$ cat config.mk
export PLATFORM = sky130hd
export DESIGN_NAME = iq_amp_fifo
export DESIGN_NICKNAME = d
export VERILOG_FILES = /design/src/rtl/iq_amp_fifo.sv
export SDC_FILE = /design/constraint.sdc
export NUM_CORES = 2
export LEC_CHECK = 0
export CELL_PAD_IN_SITES_DETAIL_PLACEMENT = 0
export CELL_PAD_IN_SITES_GLOBAL_PLACEMENT = 1
export CORE_ASPECT_RATIO = 0.7
export CORE_MARGIN = 3
export CORE_UTILIZATION = 40
export DETAILED_ROUTE_END_ITERATION = 10
export DONT_BUFFER_PORTS = 1
export HOLD_SLACK_MARGIN = 0.1
export PLACE_DENSITY_LB_ADDON = 0.1
export SLEW_MARGIN = 20
export SYNTH_ARGS = -nofsm -noshare
export SYNTH_HDL_FRONTEND = slang
export SYNTH_SLANG_ARGS = --single-unit
$ cat constraint.sdc
create_clock -name clk -period 8.8 [get_ports clk]
set_input_delay 1.76 -clock clk [delete_from_list [all_inputs] [get_ports clk]]
set_output_delay 1.76 -clock clk [all_outputs]
set_load 0.05 [all_outputs]
$ cat src/rtl/iq_amp_fifo.sv
// Amplitude scaler + show-ahead FIFO + frame marker for the CORDIC modulator output.
// Optional macro IQ_AMP_ROUND_EN: round half up instead of truncating on the >>>16.
module iq_amp_fifo #(
    parameter int unsigned DEPTH     = 8,
    parameter int unsigned FRAME_LEN = 16
) (
    input  logic                     clk,
    input  logic                     rst_n,
    input  logic                     in_vld,
    output logic                     in_rdy,
    input  logic [31:0]              in_i,
    input  logic [31:0]              in_r,
    input  logic [15:0]              amp,
    output logic                     out_vld,
    input  logic                     out_rdy,
    output logic [31:0]              out_i,
    output logic [31:0]              out_r,
    output logic                     out_last,
    output logic [$clog2(DEPTH):0]   fifo_cnt
);

    localparam int unsigned AW  = $clog2(DEPTH);
    localparam int unsigned CW  = AW + 1;
    localparam int unsigned CW1 = CW + 1;
    localparam int unsigned FW  = (FRAME_LEN > 1) ? $clog2(FRAME_LEN) : 1;
    localparam int unsigned PW  = 49;

`ifdef IQ_AMP_ROUND_EN
    localparam logic signed [PW-1:0] RND = 49'sh8000;
`else
    localparam logic signed [PW-1:0] RND = 49'sh0;
`endif

    logic signed [PW-1:0] p_i, p_r, q_i, q_r;
    logic [31:0]          y_i, y_r;
    logic                 s_vld;
    logic [31:0]          s_i, s_r;
    logic [63:0]          mem [DEPTH];
    logic [AW-1:0]        wr_ptr, rd_ptr;
    logic [FW-1:0]        frame_cnt;
    logic                 push, pop, acc;
    logic [63:0]          head;
    logic                 unused_bits;

    // Signed Q16.16 times unsigned Q0.16, rescaled back to Q16.16
    always_comb begin
        p_i = $signed({{17{in_i[31]}}, in_i}) * $signed({33'b0, amp});
        p_r = $signed({{17{in_r[31]}}, in_r}) * $signed({33'b0, amp});
        q_i = p_i + RND;
        q_r = p_r + RND;
        y_i = q_i[47:16];
        y_r = q_r[47:16];
    end

    assign unused_bits = ^{q_i[48], q_i[15:0], q_r[48], q_r[15:0]};

    // Space is reserved for the sample sitting in the scale stage
    assign in_rdy  = (CW1'(fifo_cnt) + CW1'(s_vld)) < CW1'(DEPTH);
    assign acc     = in_vld & in_rdy;
    assign push    = s_vld;
    assign out_vld = (fifo_cnt != '0);
    assign pop     = out_vld & out_rdy;

    assign head     = mem[rd_ptr];
    assign out_i    = out_vld ? head[63:32] : 32'h0;
    assign out_r    = out_vld ? head[31:0]  : 32'h0;
    assign out_last = out_vld & (frame_cnt == FW'(FRAME_LEN - 1));

    // Scale stage register
    always_ff @(posedge clk or negedge rst_n) begin
        if (!rst_n) begin
            s_vld <= 1'b0;
            s_i   <= 32'h0;
            s_r   <= 32'h0;
        end else begin
            s_vld <= acc;
            if (acc) begin
                s_i <= y_i;
                s_r <= y_r;
            end
        end
    end

    // Storage is not reset; out_vld masks stale contents
    always_ff @(posedge clk) begin
        if (push) begin
            mem[wr_ptr] <= {s_i, s_r};
        end
    end

    // Pointers and occupancy
    always_ff @(posedge clk or negedge rst_n) begin
        if (!rst_n) begin
            wr_ptr   <= '0;
            rd_ptr   <= '0;
            fifo_cnt <= '0;
        end else begin
            if (push) begin
                wr_ptr <= wr_ptr + AW'(1);
            end
            if (pop) begin
                rd_ptr <= rd_ptr + AW'(1);
            end
            case ({push, pop})
                2'b10:   fifo_cnt <= fifo_cnt + CW'(1);
                2'b01:   fifo_cnt <= fifo_cnt - CW'(1);
                default: fifo_cnt <= fifo_cnt;
            endcase
        end
    end

    // Beat position within the current output frame
    always_ff @(posedge clk or negedge rst_n) begin
        if (!rst_n) begin
            frame_cnt <= '0;
        end else if (pop) begin
            if (frame_cnt == FW'(FRAME_LEN - 1)) begin
                frame_cnt <= '0;
            end else begin
                frame_cnt <= frame_cnt + FW'(1);
            end
        end
    end

endmodule

==> metrics.yaml <==
timing:
  fin_worst_skew_ns: 0.01480
  finalSetupViolations: 0
  holdWs_ns: 0.4977
  worst_pin_slew_ns: 1.087
  min_period_over_period_pct: 88.42
  tns_ns: 0
  layout_setup_ws_ns: 1.019
  max_slew_margin_pct: 27.55
  slew_viol_final: 0
  rsz0062_at_grt: "no"
  finalHoldViolCount: 0
  max_freq_mhz: 128.5
  finalCriticalPeriod_ns: 7.781
global_routing:
  antenna_found_initial: 5
  grt_busiest_layer: "met2"
  grt_max_degree: 80
  met1_usage_pct: 32.60
  grt_pass1_wl_um: 242900
  grt_pass1_vias: 38250
  grt_use_total_pct: 21.55
  use_met2_pct: 34.93
  use_met3_pct: 2.518
  grt-ovfl-total: 0
logic_synthesis:
  synth_flop_cell: "edfxtp_1"
  synth_cell_types: 71
  netlist_instances: 5108
  synth-seq-cells: 591
  avgSynthCellArea_um2: 11.25
  synth-async-reset-ratio_pct: 13.37
  syn_area_mm2: 0.05746
  yosysMostFrequentCell: "inv_1"
  syn-num-nets: 6387
  ys_top_cells_by_count: "inv_1, fa_1, nand2_1"
  synth-seq-area-share_pct: 30.20
  yosysTopAreaCell: "fa_1"
  synth_top_area_share_pct: 33.62
  yosysWarnings: 0
  synthTopCellsByArea: "fa_1, edfxtp_1, inv_1, mux4_2, ha_1"
  synth-edff-count: 512
die:
  core_mm2: 0.1416
  die-area_mm2: 0.1483
  fp.dieW_um: 459.0
  fp-row-count: 115
  die_y_um: 323.1
  pin_count: 155
  initial_core_util_pct: 40.58
place:
  portBuffers: 0
  gp_congestion: 0.8037
  dp_hpwl_um: 108100
  dp_slack_ns: 0.5201
cts:
  cts_max_path_buffers: 3
  clock_sinks: 591
  htree_levels: 2
  clkTransAtPathRegs_ns: 0.07
  cts_resized: 0
  clk_latency_ns: 0.58
  cts_made_buffers: 47
  cts_hold_buf: 0
  cts_root_buffer: "clkbuf_16"
  postCtsSetupBuffers: 0
  cts_tree: "built"
worst_setup_path:
  r2r_cells: 12
  critPathLaunchType: "input port"
  path_max_fanout: 64
  path_delay_family: "adder cells"
  crit_type: "in2reg"
  critPathArrivalTime_ns: 8.27
  crit_slowest_cell: "o21ai_0"
  cp.required_ns: 9.29
  crit_cells: 21
  crit_path_frequent_cell: "fa_1"
  slowest_delay_ns: 0.65
  cp-end-kind: "flop"
  crit_chain: "and2_1, fa_1, inv_1, fa_1, fa_1, inv_1, fa_1, fa_1, inv_1, fa_1, inv_1, ha_1, a21oi_1, o21ai_0, a31o_2, o21ai_0, buf_4, nor3_2, a31oi_1, a2111o_1, o211ai_1"
  crit_buf_inv: 5
worst_hold_path:
  hold_class: "reg2reg"
  holdPathStages: 1
run:
  drv_cap: 0
final_layout:
  nets: 6218
  n_fill_cell: 13490
  finalCoreUtilization_pct: 42.85
  drive_above_1_share_pct: 4.923
  syn_to_final_growth_pct: 5.597
routing:
  drt-total-wl_um: 153400
  drtIter0Drc: 2073
  dr_total_vias: 34480
  ant_nets: 0
  drt_first_pass_iters: 5
  viasPerCell: 5.031
  routedWlPerCell_um: 22.39
  drc: 0
run_status:
  status: "complete, no violations"
final cells by class:
| class | instances | area, um2 | share of cell area (%) |
|---|---|---|---|
| well taps | 1872 | 2342 | 3.861 |
| clock inverters | 17 | 153.9 | 0.2537 |
| inverters | 1154 | 4332 | 7.139 |
| repair buffers | 25 | 200.2 | 0.3300 |
| diodes | 4 | 10.01 | 0.01650 |
| clock buffers | 70 | 1345 | 2.217 |
| flip-flops and latches | 591 | 17360 | 28.62 |
| multi-input cells | 3120 | 34930 | 57.57 |
per-stage QoR:
stage,cells,cell area [um2]
finish,6853,60670
global route,6850,60660
CTS,6849,60660
floorplan,5108,57460
global placement,6762,59160
detailed placement,6762,59160
flip-flops by register name, summed over array words and instances (netlist names):
signal / count
wr_ptr: 3
rd_ptr: 3
s_r: 32
push: 1
mem: 512
s_i: 32
fifo_cnt: 4
frame_cnt: 4
worst register-to-register path, delay by kind of cell, from the launching register on:
kind / cells / cell delay [ns]
fa+ha+maj: 2 / 0.53
compound gates: 2 / 0.32
xor+xnor: 2 / 0.28
simple gates: 3 / 0.80
buf+inv: 3 / 0.94
flops: 1 / 0.62
worst paths after layout:
check,startpoint,end,slack (ns)
setup / recovery,amp[5],s_r[25],1.02
hold / removal,frame_cnt[2],frame_cnt[2],0.50
setup reg to reg,fifo_cnt[0],fifo_cnt[3],5.16
hold reg to reg,frame_cnt[2],frame_cnt[2],0.50
max in group asynchronous,rst_n,s_r[14],7.65
min in group asynchronous,rst_n,s_i[16],0.89
logic make-up (layout without fill, tap and decap cells):
family / after synthesis / count (layout) / share of synthesized area [%]
other: 0 / 4 / 0
xor gates and xnor gates: 88 / 88 / 1.341
muxes: 196 / 196 / 6.204
adders and majority gates: 1195 / 1195 / 38.63
and+or+nand+nor: 1340 / 1340 / 11.16
DFF: 591 / 591 / 30.20
AOI/OAI and AO/OA: 301 / 301 / 3.330
buffers and inverters: 1397 / 1266 / 9.133
layer usage:
metal / part of all wire [%] / vias up
li1: - / 15400
met1: 49 / 18400
met2: 46 / 600
met3: 4.3 / 75
met4: 0.66 / 0
met5: 0 / -
placed cells by master, fill, tap and decap left out, drive strengths merged, types with 4 or more instances in the layout:
cell type	count
nor3b	6
a31oi	17
a21oi	82
a211oi	8
o21bai	12
ha	230
dfrtp	79
a21o	40
diode	4
fa	965
clkbuf	70
xnor2	52
buf	25
clkinv	13
o21ai	94
nor2	103
inv	1153
xor2	36
nand2	688
o211ai	7
mux2i	67
o31ai	7
nand2b	7
and4	4
and3	16
nand3	18
nor2b	6
nand4	13
o21a	6
edfxtp	512
mux4	128
nor3	11
and2	453
Power is not shown: default switching activity piles up to over one toggle a cycle in this logic, so the estimate is an artifact.
